## config.mk

```make
export PLATFORM = sky130hd
export DESIGN_NAME = sd_sector_loader
export DESIGN_NICKNAME = d
export VERILOG_FILES = /design/src/rtl/sd_sector_loader.sv
export SDC_FILE = /design/constraint.sdc
export NUM_CORES = 1
export LEC_CHECK = 0
export ABC_AREA = 1
export CAP_MARGIN = 20
export CELL_PAD_IN_SITES_DETAIL_PLACEMENT = 1
export CELL_PAD_IN_SITES_GLOBAL_PLACEMENT = 1
export CORE_UTILIZATION = 40
export CTS_CLUSTER_DIAMETER = 120
export DETAILED_ROUTE_END_ITERATION = 8
export PLACE_DENSITY_LB_ADDON = 0.1
export SETUP_SLACK_MARGIN = 0.15
export SYNTH_ARGS = -nofsm -noshare
export SYNTH_HDL_FRONTEND = slang
export SYNTH_SLANG_ARGS = --single-unit
```

## constraint.sdc

```tcl
create_clock -name clk -period 9.1 [get_ports clk]
set_input_delay 1.82 -clock clk [delete_from_list [all_inputs] [get_ports clk]]
set_output_delay 1.82 -clock clk [all_outputs]
set_load 0.1 [all_outputs]
```

## src/rtl/sd_sector_loader.sv

```systemverilog
// sd_sector_loader
// Drives an sd_controller through a run of consecutive 512-byte block reads
// and streams each received byte into a byte-wide memory write port.
// Memory back-pressure throttles the controller by holding rd low while a
// byte is waiting to be written. A controller timeout, seen as ready rising
// mid-block, restarts the same sector. After a bounded number of attempts
// the loader reports an error.
module sd_sector_loader #(
  parameter int MEM_AW       = 18,
  parameter bit BLOCK_ADDR   = 1'b1,
  parameter int MAX_RETRY    = 3,
  parameter int INIT_TIMEOUT = 2**26
) (
  input  logic              clk,
  input  logic              reset,
  input  logic              start,
  input  logic [31:0]       start_sector,
  input  logic [15:0]       sector_count,
  input  logic [MEM_AW-1:0] mem_base,
  output logic              busy,
  output logic              done,
  output logic              error,
  output logic [15:0]       sectors_done,
  output logic              sd_rd,
  output logic [31:0]       sd_address,
  input  logic              sd_ready,
  input  logic              sd_byte_available,
  input  logic [7:0]        sd_dout,
  output logic [MEM_AW-1:0] mem_addr,
  output logic [7:0]        mem_data,
  output logic              mem_we,
  input  logic              mem_ready
);

  localparam int WD_W = $clog2(INIT_TIMEOUT + 1);
  localparam int RT_W = $clog2(MAX_RETRY + 1);

  typedef enum logic [2:0] {
    S_IDLE       = 3'd0,
    S_WAIT_READY = 3'd1,
    S_ISSUE      = 3'd2,
    S_READ       = 3'd3,
    S_DRAIN      = 3'd4,
    S_WAIT_IDLE  = 3'd5,
    S_DONE       = 3'd6,
    S_ERROR      = 3'd7
  } state_t;

  // Translate a sector number into the controller's address space.
  function automatic logic [31:0] sector_to_addr(input logic [31:0] sector);
    logic [31:0] a;
    if (BLOCK_ADDR) begin
      a = sector;
    end else begin
      a = {sector[22:0], 9'd0};
    end
    return a;
  endfunction

  // Compute the memory byte address of byte idx within sector offset sec. The
  // result wraps modulo 2^MEM_AW.
  function automatic logic [MEM_AW-1:0] byte_addr(input logic [MEM_AW-1:0] base,
                                                  input logic [15:0]       sec,
                                                  input logic [9:0]        idx);
    return base + MEM_AW'({sec, 9'd0}) + MEM_AW'(idx);
  endfunction

  state_t            state_q, state_d;
  logic [31:0]       cur_sector_q, cur_sector_d;
  logic [15:0]       count_q, count_d;
  logic [MEM_AW-1:0] base_q, base_d;
  logic [15:0]       sectors_done_q, sectors_done_d;
  logic [RT_W-1:0]   retry_q, retry_d;
  logic [9:0]        idx_q, idx_d;
  logic              pending_q, pending_d;
  logic              bavail_q, bavail_d;
  logic [WD_W-1:0]   wd_q, wd_d;
  logic [MEM_AW-1:0] mem_addr_q, mem_addr_d;
  logic [7:0]        mem_data_q, mem_data_d;
  logic [31:0]       sd_address_q, sd_address_d;
  logic              error_q, error_d;
  logic              done_q, done_d;
  logic              busy_q, busy_d;
  logic              sd_rd_q, sd_rd_d;
  logic              mem_we_q, mem_we_d;
  logic              rise_s;

  assign rise_s = sd_byte_available & ~bavail_q;

  // Next-state logic plus next values for every register and output.
  always_comb begin
    state_d        = state_q;
    cur_sector_d   = cur_sector_q;
    count_d        = count_q;
    base_d         = base_q;
    sectors_done_d = sectors_done_q;
    retry_d        = retry_q;
    idx_d          = idx_q;
    pending_d      = pending_q;
    bavail_d       = sd_byte_available;
    wd_d           = wd_q;
    mem_addr_d     = mem_addr_q;
    mem_data_d     = mem_data_q;
    error_d        = error_q;

    case (state_q)
      S_IDLE, S_ERROR: begin
        if (start) begin
          cur_sector_d   = start_sector;
          count_d        = sector_count;
          base_d         = mem_base;
          sectors_done_d = 16'd0;
          retry_d        = '0;
          error_d        = 1'b0;
          wd_d           = '0;
          pending_d      = 1'b0;
          if (sector_count == 16'd0) begin
            state_d = S_DONE;
          end else begin
            state_d = S_WAIT_READY;
          end
        end else begin
          state_d = state_q;
        end
      end

      S_WAIT_READY: begin
        if (sd_ready) begin
          state_d = S_ISSUE;
        end else if (wd_q == WD_W'(INIT_TIMEOUT - 1)) begin
          state_d = S_ERROR;
          error_d = 1'b1;
        end else begin
          wd_d = wd_q + WD_W'(1);
        end
      end

      S_ISSUE: begin
        if (!sd_ready) begin
          state_d   = S_READ;
          idx_d     = 10'd0;
          pending_d = 1'b0;
        end else begin
          state_d = S_ISSUE;
        end
      end

      S_READ: begin
        if (sd_ready) begin
          // The controller gave up on this block. Drop the half-written
          // sector and try it again from its first byte.
          pending_d = 1'b0;
          retry_d   = retry_q + RT_W'(1);
          if (retry_d == RT_W'(MAX_RETRY)) begin
            state_d = S_ERROR;
            error_d = 1'b1;
          end else begin
            state_d = S_WAIT_READY;
            wd_d    = '0;
          end
        end else if (mem_we_q && mem_ready) begin
          pending_d = 1'b0;
          if (idx_q == 10'd511) begin
            idx_d   = 10'd512;
            state_d = S_DRAIN;
          end else begin
            idx_d = idx_q + 10'd1;
          end
        end else if (rise_s && !pending_q) begin
          mem_data_d = sd_dout;
          mem_addr_d = byte_addr(base_q, sectors_done_q, idx_q);
          pending_d  = 1'b1;
        end else begin
          pending_d = pending_q;
        end
      end

      S_DRAIN: begin
        if (!sd_byte_available) begin
          state_d = S_WAIT_IDLE;
        end else begin
          state_d = S_DRAIN;
        end
      end

      S_WAIT_IDLE: begin
        if (sd_ready) begin
          sectors_done_d = sectors_done_q + 16'd1;
          retry_d        = '0;
          cur_sector_d   = cur_sector_q + 32'd1;
          if (sectors_done_d == count_q) begin
            state_d = S_DONE;
          end else begin
            state_d = S_ISSUE;
          end
        end else begin
          state_d = S_WAIT_IDLE;
        end
      end

      S_DONE: begin
        state_d = S_IDLE;
      end

      default: begin
        state_d = S_IDLE;
      end
    endcase
  end

  // Registered output values, decoded from the state being entered.
  always_comb begin
    busy_d       = (state_d != S_IDLE) && (state_d != S_ERROR);
    done_d       = (state_d == S_DONE);
    sd_rd_d      = (state_d == S_ISSUE) || (state_d == S_DRAIN) ||
                   ((state_d == S_READ) && !pending_d);
    mem_we_d     = (state_d == S_READ) && pending_d;
    sd_address_d = (state_d == S_ISSUE) ? sector_to_addr(cur_sector_d) : sd_address_q;
  end

  // State and datapath registers.
  always_ff @(posedge clk or posedge reset) begin
    if (reset) begin
      state_q        <= S_IDLE;
      cur_sector_q   <= 32'd0;
      count_q        <= 16'd0;
      base_q         <= '0;
      sectors_done_q <= 16'd0;
      retry_q        <= '0;
      idx_q          <= 10'd0;
      pending_q      <= 1'b0;
      bavail_q       <= 1'b0;
      wd_q           <= '0;
      mem_addr_q     <= '0;
      mem_data_q     <= 8'd0;
      sd_address_q   <= 32'd0;
      error_q        <= 1'b0;
      done_q         <= 1'b0;
      busy_q         <= 1'b0;
      sd_rd_q        <= 1'b0;
      mem_we_q       <= 1'b0;
    end else begin
      state_q        <= state_d;
      cur_sector_q   <= cur_sector_d;
      count_q        <= count_d;
      base_q         <= base_d;
      sectors_done_q <= sectors_done_d;
      retry_q        <= retry_d;
      idx_q          <= idx_d;
      pending_q      <= pending_d;
      bavail_q       <= bavail_d;
      wd_q           <= wd_d;
      mem_addr_q     <= mem_addr_d;
      mem_data_q     <= mem_data_d;
      sd_address_q   <= sd_address_d;
      error_q        <= error_d;
      done_q         <= done_d;
      busy_q         <= busy_d;
      sd_rd_q        <= sd_rd_d;
      mem_we_q       <= mem_we_d;
    end
  end

  assign busy         = busy_q;
  assign done         = done_q;
  assign error        = error_q;
  assign sectors_done = sectors_done_q;
  assign sd_rd        = sd_rd_q;
  assign sd_address   = sd_address_q;
  assign mem_addr     = mem_addr_q;
  assign mem_data     = mem_data_q;
  assign mem_we       = mem_we_q;

endmodule

```

# Yosys cells after proc, flatten, opt, wreduce, memory -nomap -nowiden
# Cells that the tools add are included.
# word_totals
reg_bits	189
in_bits	80
out_inout_bits	79
wordCells	126
# op_classes
n_addsub	7
eq_ne	27
mux	46
bitwise	4
reduce_logical	24
# op_table
operator	n
27-bit 2-to-1 mux	5
27-bit case mux with 3 select lines	1
32-bit 2-to-1 mux	2
32-bit case mux with 2 select lines	1
10-bit 2-to-1 mux	4
32-bit by 1-bit adder with 32-bit output (second input constant)	1
16-bit 2-to-1 mux	2
16-bit case mux with 2 select lines	1
3-bit 2-to-1 mux	10
27-bit by 1-bit adder with 27-bit output (second input constant)	1
27-bit by 26-bit equality test with 1-bit output (second input constant)	1
2-bit inequality test (second input constant)	11
3-bit case mux with 7 select lines	1
10-bit case mux with 2 select lines	1
18-bit by 10-bit adder with 18-bit output	1
18-bit adder	1
3-bit equality test (second input constant)	6
16-bit by 1-bit adder with 16-bit output (second input constant)	1
16-bit equality test	1
16-bit logical NOT	1
3-bit by 2-bit equality test with 1-bit output (second input constant)	4
1-bit 2-to-1 mux	12
4-bit AND reduction	3
6-bit AND reduction	2
20 further kinds	34

# Logic depth before layout (Yosys ltp)
# Gate-level depths: netlist (run 1).
# logic_depth
depth_word	10
mapped_depth	18
depth_no_buf	17

# Worst setup path after synthesis (run 1)
# Ideal clock, no wire load.
# synth_timing
kind	input to register
startpoint	input port sd_ready
endpoint	register wd_q[6]
arrival_time_ns	3.027
t_required_ns	8.977
slack_ns	5.950
path_stages	12
path_cell_list	inv_1 -> nand2_1 -> nor2_1 -> nor2_1 -> nand2_1 -> a21oi_2 -> nand2_1 -> buf_4 -> nor3_4 -> nand2_1 -> o21ai_0 -> a21oi_1
# synth_via
elab_chain_cells	2
elab_cells_between_ends	3
cone_classes	2 x eq/ne; 1 x reduce/logical
# synth_rtl
item	line_no	text
from (decl)	26	input logic sd_ready,
2-bit inequality test (no source line)	n/a	
6-bit AND reduction (no source line) *	n/a	
to (signal assigned)	252	wd_q <= wd_d;
to (decl)	77	logic [WD_W-1:0] wd_q, wd_d;
# Mark *: on every way between the ends. The rest lies on a longest branch, timed or not.
# A chain may end at the register's enable or synchronous reset.

# Final worst setup path (run 1)
# layout_timing
startpoint	input port sd_ready
endpoint	register sd_address_q[8] (netlist: sd_address[8])
# layout_via
elab_chain_cells	3
elab_cells_between_ends	8
cone_classes	1 x eq/ne; 7 x mux
# layout_rtl
item	line_no	text
3-bit 2-to-1 mux, or another cell as far along	187	if (sd_ready) begin
3-bit case mux with 7 select lines	106	case (state_q)
3-bit by 2-bit equality test with 1-bit output	218	sd_address_d = (state_d == S_ISSUE) ? sector_to_addr(cur_sector_d) : sd_address_q;
to (signal assigned)	255	sd_address_q <= sd_address_d;
to (decl)	80	logic [31:0] sd_address_q, sd_address_d;
# Several ways; a longest one is shown, not always the timed one.

==> results of run 1 <==
layer usage:
| metal | share of wire [%] | routed length, um | vias up | track usage, % |
|---|---|---|---|---|
| met4 | 1.2 | 380 | 2 | 6.83 |
| met3 | 2.6 | 836 | 27 | 2.96 |
| met2 | 49 | 15600 | 148 | 41.3 |
| met1 | 47 | 15100 | 4942 | 31.8 |
| met5 | 0.038 | 12 | - | 0 |
| li1 | - | - | 4932 | - |
worst paths after layout:
kind / start / endpoint
hold reg to reg: mem_data[3]$_DFFE_PP0P_ / mem_data[3]$_DFFE_PP0P_
hold / removal: mem_data[3]$_DFFE_PP0P_ / mem_data[3]$_DFFE_PP0P_
setup / recovery: sd_ready / sd_address[8]$_DFFE_PP0N_
max in group asynchronous: reset / sd_address[28]$_DFFE_PP0N_
min in group asynchronous: reset / wd_q[20]$_DFFE_PP0P_
setup reg to reg: state_q[1]$_DFF_PP0_ / sd_address[8]$_DFFE_PP0N_
sequential cells by signal, indices dropped and copies added (netlist names):
signal	flops
mem_addr	18
done	1
sd_rd	1
count_q	16
mem_data	8
state_q	3
wd_q	27
cur_sector_q	32
pending_q	1
error	1
base_q	18
bavail_q	1
idx_q	10
sd_address	32
mem_we	1
busy	1
sectors_done	16
retry_q	2
critical path: stages:
cell,delay [ns]
clkdlybuf4s50_1,0.83
nand2_1,0.47
clkinv_1,0.39
nor3_1,0.09
nand2_1,0.09
nand2_2,0.09
nor2_4,0.67
nand2_2,0.59
nand2_1,0.20
nand2_1,0.07
cells in the mapped netlist, types with 3 or more instances:
cell type	count
a211oi_1	3
a21boi_0	3
a21oi_1	53
a22oi_1	15
a31oi_1	7
buf_2	6
buf_4	5
buf_6	3
clkbuf_1	24
dfrtp_1	189
ha_1	37
inv_1	135
inv_2	5
nand2_1	452
nand2_2	4
nand3_1	118
nand3b_1	3
nand4_1	22
nor2_1	114
nor2_2	5
nor2_4	5
nor3_1	30
nor4_1	6
o211ai_1	6
o21a_1	5
o21ai_0	85
o221ai_1	3
o22ai_1	8
o31ai_1	5
or2_2	5
xnor2_1	10
xor2_1	23
logic make-up (layout without fill, tap and decap cells):
kind of cell | Yosys count | in the layout | share of synthesized area, %
xor gates and xnor gates | 34 | 34 | 2.90
adders and majority gates | 39 | 39 | 4.69
DFF | 189 | 189 | 44.1
buffers and inverters | 182 | 336 | 6.82
and+or+nand+nor | 770 | 770 | 30.4
AOI/OAI and AO/OA | 205 | 205 | 11.1
metrics by stage:
stage | setup slack (ns) | total power, uW
after detailed placement | 3.57 | 3840
final | 4.08 | 4550
after CTS | 4.01 | 4590
after global placement | 3.69 | 3780
after global routing | 3.75 | 4860
after floorplan | 2.14 | 3220
final cells by class:
class	instances	area [um2]
Timing Repair Buffer	162	1610
Inverter	142	541
Clock buffer	20	447
Tap cell	335	419
Multi-Input combinational cell	1048	5280
Sequential cell	189	4730
Clock inverter	12	104
Fill cell	3244	13100
power by group through the flow:
stage / logic (uW) / registers (uW) / clock network (uW)
3_3_place_gp: 2450 / 1340 / 0
3_5_place_dp: 2490 / 1340 / 0
5_1_grt: 2710 / 1370 / 776
4_1_cts: 2510 / 1330 / 747
2_1_floorplan: 1120 / 2090 / 0
6_report: 2490 / 1330 / 731
==> metrics, run 1 <==
Die ar. 27,500 um2; FF-to-FF setup slack 5.25 ns; most common cell after layout, fill and taps aside nand2_1; sequential-to-total area share from yosys stat approximately 44%; Setup CP Type in2reg; nets 1,679; Critical Path AT approximately 5.3 ns; register clock-pin slew on the reported worst setup and hold paths 0.07 ns; Top Ports 159; diodes inserted 0; DR DRC count 9; Post-synth EDFFs 0; Rel. slew slack 25.0%; GR Util All Layers 24.0%; CTS Buf Count 17; Post-CTS Resized 0; #FFs+latches synth about 190; via count 10,051; hold path depth 2; clk sinks 189; syn avg cell area 7.56 um2; largest net degree at the start of global routing 119; warning count from the yosys run 0; most frequent cells in the layout nand2_1, dfrtp_1, clkdlybuf4s50_1; Via density 5.27; maximum clock frequency ~0.20 GHz; final setup fails 0; placed insts 1,876; synth top area cells dfrtp_1, nand2_1, nand3_1; std cell rows between 50 and 60; initial DRC count 431; Tcrit/Tclk final 55.1%; hold crit path type reg2reg; Async S/R FF share, synth 100%; Flop pwr share 29.3%; CTS tree done; final setup TNS 0 ns; later-pin clock latency in the skew report ~0.44 ns; Clock H-tree levels 4; crit path capture type flop; IO Port Bufs around 160; Period minus WS final around 5.0 ns; cell taking the most area after synthesis dfrtp_1; RSZ-0062 raised after global routing false; worst vdd ir approximately 0.26 mV; Comb power frac 54.6%; sw power 2450 uW; DR WL/cell about 17 um; Std-Cell Core Area 26,200 um2; Yosys cell types 52; number of antenna violations at the first check in global routing 1; post-synth net total ~1,500; cts hold-fix bufs 0; Worst Clk Skew between 0.015 and 0.02 ns; Critical Path Start Type input pin; DR pass1 iterations 7; Post-DP Area 12,600 um2; required time of the critical path 9.43 ns; Hold WS 0.475 ns; aggregate global routing overflow 0; synthesized cell area 10,700 um2; P&R area growth vs syn 22.4%; R2R depth 13; top-area cell type share of the netlist area between 40% and 50%; leakage power roughly 0.0060 uW; Initial Util 40.9%; post-route cell area between 10,000 and 15,000 um2; DPL Wire Length 23,300 um; final core occ 50.1%; measured slew at the worst slew-check pin around 1.1 ns; Routability Congestion slightly below 0.9; Internal 2100 uW; layout cell share with drive strength beyond 1 4.32%; non-filler instance count after layout 1,908; Clk pwr share 16.1%; worst-path fanout max 34; vias in the first global route 10,636; DIE HEIGHT 166 um; first-pass GRT wire length 53,700 um; Fin. Hold Viols 0; Die X 166 um; clk buf depth 2; Post-Route WL 31,900 um; Synth Flop Type dfrtp_1; Mapped Cells 1,419; Post-CTS Setup Inserts 0; Root Driver clkbuf_16; status complete, but fails checks; Switching Share 53.8%; Pins Over Slew Limit 0; violations in the final reports design-rule violations; Max-cap violations 0; Pwr Density 346 nW/um2; Final ANT Viol Nets 0
(Power assumes the default switching activity.)
==> run 2: changes to the inputs <==
clock period = 5.19 ns   (was 9.1 ns; I/O delays follow)
==> metrics, run 2 (synthesized netlist as in run 1, its figures left out) <==
status complete, but fails checks (unchanged); violations in the final reports design-rule violations (unchanged); Hold Startpoint mem_data[5]$_DFFE_PP0P_ (was mem_data[3]$_DFFE_PP0P_); Tcrit/Tclk final between 70 and 80%; required time of the critical path 5.52 ns (was 9.43 ns); Worst Clk Skew 0.0125 ns (was 0.0158 ns); Critical Path AT 4.20 ns (was 5.34 ns); CP startpoint sd_ready (unchanged); DPL Wire Length 23,700 um (was 23,300 um); layout cell share with drive strength beyond 1 4.69% (was 4.32%); Pwr Density 615 nW/um2 (was 346 nW/um2); Routability Congestion 0.866 (was 0.868); Post-DP Area 12,600 um2 (about the same); Setup CP Type in2reg (unchanged); first-pass GRT wire length 55,000 um (was 53,700 um); worst-path fanout max 34 (unchanged); Pins Over Slew Limit 0 (unchanged); measured slew at the worst slew-check pin 1.05 ns (was 1.12 ns); most common cell after layout, fill and taps aside nand2_1 (unchanged); most frequent cells in the layout nand2_1, dfrtp_1, clkdlybuf4s50_1 (unchanged); leakage power 0.00607 uW (was 0.00602 uW); Root Driver clkbuf_16 (unchanged); Final ANT Viol Nets 0 (unchanged); placed insts 1,881 (was 1,876); Die X 166 um (unchanged); final setup TNS 0 ns (unchanged); later-pin clock latency in the skew report 0.44 ns (about the same); CTS Buf Count 17 (unchanged); DP Worst Slack 0.835 ns (was 3.57 ns); slowest CP cell clkdlybuf4s50_1 (unchanged); # fillers 3,247 (was 3,244); Post-CTS Resized 0 (unchanged); Top Ports 159 (unchanged); CP Cell Sequence clkdlybuf4s50_1 > inv_1 > a21oi_1 > o211ai_1 > nor2_4 > nand2_2 > nand2_1 > nand2_1 (was clkdlybuf4s50_1 > nand2_1 > clkinv_1 > nor3_1 > nand2_1 > nand2_2 > nor2_4 > nand2_2 > nand2_1 > nand2_1); post-route cell area 13,200 um2 (was 13,100 um2); Period minus WS final 3.87 ns; final setup fails 0 (unchanged); hold crit path type reg2reg (unchanged); CP peak stage delay 0.82 ns (was 0.83 ns); largest net degree at the start of global routing 190 (was 119); via count 10,139 (was 10,051); GR Util All Layers 24.7% (was 24.0%); FF-to-FF setup slack 1.65 ns (was 5.25 ns); non-filler instance count after layout 1,913 (was 1,908); Die ar. 27,500 um2 (unchanged); DR DRC count 10 (was 9); vias in the first global route 10,703 (was 10,636); Max-cap violations 0 (unchanged); RSZ-0062 raised after global routing false (unchanged); Critical Path Start Type input pin (unchanged); clk sinks 189 (unchanged); Rel. slew slack 29.8% (was 25.0%); final core occ 50.5% (was 50.1%); clk buf depth 2 (unchanged); CTS tree done (unchanged); number of antenna violations at the first check in global routing 0 (was 1); diodes inserted 0 (unchanged); aggregate global routing overflow 0 (unchanged); Initial Util 40.9% (unchanged); reg2reg end sd_address[15]$_DFFE_PP0N_ (was sd_address[8]$_DFFE_PP0N_); maximum clock frequency ~0.26 GHz; Fin. Hold Viols 0 (unchanged); cts hold-fix bufs 0 (unchanged); DR pass1 iterations 7 (unchanged); worst vdd ir 0.366 mV (was 0.260 mV); R2R depth 12 (was 13); initial DRC count 566 (was 431); Via density 5.30 (was 5.27); CP dominant cell by count nand2_1 (unchanged); DIE HEIGHT 166 um (unchanged); nets 1,684 (was 1,679); P&R area growth vs syn 23.3% (was 22.4%); Clock H-tree levels 4 (unchanged); IO Port Bufs 158 (unchanged); CP Capture Point sd_address[15]$_DFFE_PP0N_ (was sd_address[8]$_DFFE_PP0N_); crit path capture type flop (unchanged); std cell rows 59 (unchanged); Post-Route WL 32,600 um (was 31,900 um); fin worst setup slack 1.32 ns (was 4.08 ns); Post-CTS Setup Inserts 0 (unchanged); register clock-pin slew on the reported worst setup and hold paths 0.07 ns (about the same); R2R Path Start idx_q[0]$_DFFE_PP0P_ (was state_q[1]$_DFF_PP0_); Std-Cell Core Area 26,200 um2 (unchanged); DR WL/cell 17.0 um (was 16.7 um)
-- run 2: cell types whose count changed in the layout (fill, tap and decap cells not counted), sizes merged --
cell and change:
bufinv +2, clkbuf +1, buf +5, inv -4
clkinvlp +1
-- run 2: worst min-delay path by stage --
stage,end,slack (ns),cells past startpoint
finish,mem_data[5]$_DFFE_PP0P_,0.47,2
global route,wd_q[20]$_DFFE_PP0P_,0.50,1
global placement,mem_data[4]$_DFFE_PP0P_,0.45,2
floorplan,wd_q[20]$_DFFE_PP0P_,0.43,1
CTS,mem_data[5]$_DFFE_PP0P_,0.48,2
detailed placement,mem_data[5]$_DFFE_PP0P_,0.46,2
-- run 2: through the flow --
stage	hold WS (ns)	power, uW
final	0.471	8140
after global routing	0.497	8700
after CTS	0.475	8230
after detailed placement	0.458	6800
after global placement	0.453	6690
after floorplan	0.434	5640
-- run 2: critical path: cells and delay by family --
kind / cells / cell delay, ns
simple gates: 4 / 1.65
buf+inv: 2 / 1.08
compound gates: 2 / 0.41
-- run 2: power breakdown --
| group | switching, uW | internal [uW] |
|---|---|---|
| registers | 376 | 1960 |
| clock network | 625 | 758 |
| logic | 3310 | 1120 |
-- run 2: layer usage --
| layer | track usage [%] | vias up | part of all wire (%) |
|---|---|---|---|
| met2 | 42.8 | 170 | 49 |
| met1 | 32.7 | 4995 | 47 |
| met3 | 3.46 | 32 | 3.3 |
| met5 | 0 | - | 0 |
| met4 | 5.93 | 0 | 1.2 |
| li1 | - | 4942 | - |
-- run 2: cell type report --
cell class / count / area (um2) / share of cell area (%)
clock buffer: 21 / 470 / 3.56
clock inverter: 11 / 131 / 0.993
inverter: 142 / 537 / 4.06
multi-input combinational: 1048 / 5280 / 39.9
sequential: 189 / 4730 / 35.7
tap: 335 / 419 / 3.17
timing repair buffer: 167 / 1660 / 12.6
